==> src/rtl/seq_det_param.sv <==
// Serial pattern detector: flags each PAT_LEN-bit match of a reloadable pattern, counts matches.
// Latency: seq_out and seq_num update one cycle after the edge that accepts the completing bit.
// Backpressure: none; always accepts, in_valid=0 cycles simply hold history.
module seq_det_param #(
    parameter int                   PAT_LEN = 5,
    parameter logic [PAT_LEN-1:0]   PATTERN = 5'b11011,
    parameter int                   CNT_W   = 4
) (
    input  logic               clk,
    input  logic               reset,
    input  logic               seq_in,
    input  logic               in_valid,
    input  logic               overlap_en,
    input  logic               pat_load,
    input  logic [PAT_LEN-1:0] pat_in,
    input  logic               cnt_clr,
    output logic               seq_out,
    output logic [CNT_W-1:0]   seq_num,
    output logic               cnt_sat
);
    localparam int FW = $clog2(PAT_LEN + 1);
    localparam logic [FW-1:0]    FILL_FULL = FW'(PAT_LEN);
    localparam logic [CNT_W-1:0] CNT_MAX   = {CNT_W{1'b1}};

    logic [PAT_LEN-1:0] hist;
    logic [PAT_LEN-1:0] hist_nx;
    logic [PAT_LEN-1:0] pat_r;
    logic [FW-1:0]      fill;
    logic [FW-1:0]      fill_nx;
    logic [CNT_W-1:0]   seq_num_inc;
    logic               match;
    logic               accept;

    always_comb begin
        accept      = in_valid && !pat_load;
        hist_nx     = {hist[PAT_LEN-2:0], seq_in};
        fill_nx     = (fill == FILL_FULL) ? fill : fill + FW'(1);
        match       = accept && (fill_nx == FILL_FULL) && (hist_nx == pat_r);
        seq_num_inc = seq_num + CNT_W'(1);
    end

    always_ff @(posedge clk) begin
        if (reset) begin
            hist    <= '0;
            fill    <= '0;
            pat_r   <= PATTERN;
            seq_out <= 1'b0;
            seq_num <= '0;
            cnt_sat <= 1'b0;
        end else begin
            seq_out <= match;

            // A load discards any bit presented alongside it and restarts the fill.
            if (pat_load) begin
                pat_r <= pat_in;
                fill  <= '0;
            end else if (in_valid) begin
                hist <= hist_nx;
                if (match && !overlap_en)
                    fill <= '0;
                else
                    fill <= fill_nx;
            end

            // Clear wins over a same-cycle match; the pulse itself is unaffected.
            if (cnt_clr) begin
                seq_num <= '0;
                cnt_sat <= 1'b0;
            end else if (match && seq_num != CNT_MAX) begin
                seq_num <= seq_num_inc;
                if (seq_num_inc == CNT_MAX)
                    cnt_sat <= 1'b1;
            end
        end
    end
endmodule

==> config.mk <==
export PLATFORM = sky130hd
export DESIGN_NAME = seq_det_param
export DESIGN_NICKNAME = d
export VERILOG_FILES = /design/src/rtl/seq_det_param.sv
export SDC_FILE = /design/constraint.sdc
export NUM_CORES = 1
export LEC_CHECK = 0
export CAP_MARGIN = 10
export CORE_UTILIZATION = 64
export DETAILED_ROUTE_END_ITERATION = 6
export DONT_BUFFER_PORTS = 1
export GPL_ROUTABILITY_DRIVEN = 0
export PLACE_DENSITY = 0.8
export SLEW_MARGIN = 25
export SYNTH_ARGS = -nofsm -noshare
export SYNTH_HDL_FRONTEND = slang
export SYNTH_SLANG_ARGS = --single-unit
export TNS_END_PERCENT = 10
==> constraint.sdc <==
create_clock -name clk -period 4.43 [get_ports clk]
set_input_delay 0.2215 -clock clk [delete_from_list [all_inputs] [get_ports clk]]
set_output_delay 0.2215 -clock clk [all_outputs]
set_load 0.01 [all_outputs]
# --- Word-level counts from Yosys, hierarchy flattened ---
# Cells that the tools add are included.
# Widths: inputs -> output; s select.
totals:
  reg_bits: 18
  input_bits: 12
  out_inout_bits: 6
  elab_cells: 27
op_classes:
  add_sub_neg: 2
  n_eq_ne: 5
  n_mux: 2
  bitwise: 1
  reduce_logical: 11
op_table:
  columns: ["operator", "n"]
  rows:
  - ["$eq 3x3->1 const B", 2]
  - ["$mux 3", 2]
  - ["$eq 5x5->1", 1]
  - ["$logic_and 1x1->1", 5]
  - ["$add 4x1->4 const B", 1]
  - ["$eq 4x4->1 const B", 1]
  - ["$ne 4x4->1 const B", 1]
  - ["$reduce_and 2->1", 2]
  - ["$reduce_or 2->1", 2]
  - ["$add 3x1->3 const B", 1]
  - ["$logic_not 1->1", 2]
  - ["$not 1->1", 1]

# --- Longest topological paths before layout ---
depth:
  depth_word: 7
  mapped_depth: 8
  mapped_depth_nobuf: 7

# --- Least setup slack after synthesis ---
# OpenSTA, ideal clock, no wires.
synth_path:
  path_type: "input to register"
  startpoint: "in pat_load"
  endpoint: "reg seq_num[3]"
  setup_time_ns: 0.086
  arrival_time_ns: 1.719
  required_ns: 4.344
  path_slack_ns: 2.625
  cell_stages: 7
  path_buffers: 2
  cell_sequence: "nand2b_1 > buf_6 > or4_4 > a2111oi_4 > buf_6 > a41oi_2 > a211oi_1"
synth_via:
  elab_chain_cells: 5
synth_rtl:
  columns: ["item", "line_no", "source"]
  rows:
  - ["start, declared", "14", "input logic pat_load,"]
  - ["$logic_not 1->1", "35", "accept = in_valid && !pat_load;"]
  - ["$logic_and 1x1->1", "35", null]
  - ["$logic_and 1x1->1 (2 in a row)", "38", "match = accept && (fill_nx == FILL_FULL) && (hist_nx == pat_r);"]
  - ["$logic_and 1x1->1", "69", "end else if (match && seq_num != CNT_MAX) begin"]
  - ["end signal, assigned", "70", "seq_num <= seq_num_inc;"]
  - ["end, declared", "18", "output logic [CNT_W-1:0] seq_num,"]
# Every way passes these cells.
# A chain may end at the register's enable or synchronous reset.

# --- Final worst setup path ---
layout_path:
  startpoint: "reg fill[0]"
  endpoint: "reg seq_num[3]"
layout_via:
  elab_chain_cells: 6
  elab_cells_between_ends: 7
  cone_classes: "1 x add/sub; 2 x eq/ne; 1 x mux; 3 x reduce/logical"
layout_rtl:
  columns: ["item", "line_no", "source"]
  rows:
  - ["start, declared", "28", "logic [FW-1:0] fill;"]
  - ["start signal, assigned", "62", "fill <= fill_nx;"]
  - ["$add 3x1->3 / $eq 3x3->1 (equally long branches)", "37", "fill_nx = (fill == FILL_FULL) ? fill : fill + FW'(1);"]
  - ["$mux 3 (*)", "37", null]
  - ["$eq 3x3->1 (*)", "38", null]
  - ["$logic_and 1x1->1 (*) (2 in a row)", "38", null]
  - ["$logic_and 1x1->1 (*)", "69", null]
# Mark *: on every way between the ends. The rest lies on a longest branch, timed or not.

==> impl_metrics.yaml <==
outcome:
  status: "completed"
layout:
  syn_to_final_growth_pct: 3.30
  diodes: 0
  mostFrequentLayoutCells: "18 x dfxtp_1, 7 x nor2b_1, 7 x nor2_1"
  final_layout_size_suffix_gt1_share_pct: 5.94
  layout.cells.non_filler: 116
  fillers: 106
  post-route-cell-area_um2: 980
  nets: 119
  final_common_cell: "dfxtp_1"
route:
  drt-initial-drc-count: 5
  ant_nets: 0
  firstDrtPassIters: 4
  vias: 716
  wl_mm: 1.71
  avgRoutedWirePerCell_um: 14.8
  drc: 0
  viasPerCell: 6.17
sta:
  finalClockSkew_ps: 6.35
  clock.fmax_mhz: 457
  finalCriticalPeriod_ps: 2190
  fin_ws_ps: 2240
  rsz0062_at_grt: "no"
  finalHoldViolations: 0
  final.period_utilization_pct: 49.4
  setup_violations: 0
  finalSetupTns_ps: 0
  slew_violations: 0
  worst_slew_pin_slew_ps: 613
  slew_headroom_pct: 59.1
setup_path:
  startpoint_type: "flip-flop"
  critPathBufInv: 0
  crit_slowest_cell: "a2111oi_4"
  reg2reg_slack_ps: 2240
  end_kind: "flip-flop"
  critPathRequiredTime_ps: 4640
  crit_chain: "ha_1 > nand2_1 > mux2i_1 > a2111oi_4 > a41oi_2 > a211oi_1"
  max_stage_delay_ps: 630
  crit_fanout: 12
  arrival_ps: 2400
  crit_family: "compound AO/OA/AOI/OAI gates"
  worstSetupPathType: "reg -> reg"
cts:
  clockBufferDepth: 2
  root_buffer: "clkbuf_4"
  path_clk_slew_ps: 100
  cts.sinks: 18
  insertion_delay_ps: 290
  ctsResizeCount: 0
  ctsHoldBuffers: 2
  cts_tree: "yes"
  postCtsSetupBuffers: 0
  cts_buffers: 3
  h-tree-depth: 1
power_and_ir_drop:
  peakVddDrop_uv: 232
  leakagePower_uw: 0.000368
  power.density_nw_per_um2: 279
yosys:
  synth_largest_area_cell: "dfxtp_1"
  synth_cells: 100
  async_reset_ff_share_pct: 0
  yosysSeqAreaShare_pct: 38.0
  syn_nets: 116
  synth_area_per_cell_um2: 9.48
  yosys_warnings: 0
  ys.flop_type: "dfxtp_1"
  syn-cell-area_um2: 948
  yosysTopAreaCellShare_pct: 38.0
  synth-edff-count: 0
  synth.area.top_cells: "dfxtp_1 38%, mux2i_1 6.3%, ha_1 5.3%"
  ys_ff_latch: 18
  synth.distinct_cells: 34
grt:
  antenna_found_initial: 0
  grt_usage_pct: 25.0
  grt_max_degree: 13
  first_global_vias: 625
  grt_pass1_wl_mm: 2.59
  overflow: 0
placement:
  place_area_um2: 937
  dp_slack_ps: 2280
  port_buffers: 0
  dp.cells: 111
  place_hpwl_mm: 1.18
floorplanning:
  die_h_um: 40.5
  start_util_pct: 71.1
  pin_count: 18
  coreArea_um2: 1330
  dieArea_um2: 1640
  rows: 13
  die_w_um: 40.5
hold_path:
  hold_path_class: "in -> reg"
flow_run:
  maxCapViolations: 0
==> final timing paths <==
kind | from | to | cells past startpoint
max reg2reg | fill[0]$_SDFFE_PP0P_ | seq_num[3]$_SDFFE_PP0P_ | 6
min reg2reg | cnt_sat$_SDFFE_PP0P_ | cnt_sat$_SDFFE_PP0P_ | 2
max | fill[0]$_SDFFE_PP0P_ | seq_num[3]$_SDFFE_PP0P_ | 6
min | reset | pat_r[0]$_SDFFE_PP1P_ | 1
==> synth_stat cells, types with 2 or more instances <==
cell type  number
a211o_1         4
a211oi_1        2
a21oi_1         5
buf_6           2
dfxtp_1        18
ha_1            4
inv_1           4
mux2i_1         6
nand2_1         3
nand3_1         5
nand3b_1        2
nor2_1          7
nor2b_1         7
nor3_1          4
nor3b_1         2
o2111ai_1       2
o21ai_0         3
xnor2_1         2
xor2_1          3
==> metal layers <==
metal  vias up  wire length [um]  global-route usage [%]
met3         2                56                    5.00
met2        16               891                    44.4
met4         0                12                    15.0
li1        360                 -                       -
met5         -                 0                       0
met1       338               751                    26.8
==> worst register-to-register path, cell delays in order, from the launching register on <==
cell and delay [ps]:
dfxtp_1 450, ha_1 240, nand2_1 160, mux2i_1 200, a2111oi_4 630, a41oi_2 190
a211oi_1 230
==> state kept, by name, indices dropped and copies added (netlist names) <==
| register | flops |
|---|---|
| pat_r | 5 |
| seq_num | 4 |
| seq_out | 1 |
| hist | 4 |
| fill | 3 |
| cnt_sat | 1 |
==> through the flow <==
step | hold WS (ps) | util [%] | power, uW
final | 18.4 | 73.5 | 273
after detailed placement | 298 | 70.3 | 193
after global routing | 5.38 | 73.5 | 284
after floorplan | 293 | - | 193
after global placement | 296 | 70.3 | 192
after CTS | 7.49 | 73.5 | 277
==> cell families after synthesis <==
group           synth area share (%)
compound gates                  18.1
xor+xnor                        4.62
fa+ha+maj                       5.28
buf+inv                         4.75
flops                           38.0
mux                             6.33
simple gates                    23.0
==> area by class of cell <==
type                       count  area [um^2]  area share [%]
multi-input combinational     74          543            55.4
sequential                    18          360            36.8
clock buffer                   3         22.5            2.30
timing repair buffer           2         20.0            2.04
tap                           15         18.8            1.92
inverter                       4         15.0            1.53
==> where the power goes <==
group | total [uW] | switching, uW | internal [uW] | leakage [uW]
clock network | 81.2 | 49.5 | 31.7 | 0.0000138
registers | 170 | 3.64 | 166 | 0.000147
logic | 21.8 | 10.2 | 11.6 | 0.000208
total | 273 | 63.4 | 210 | 0.000368
No activity file was read; power rests on OpenSTA's default activity.
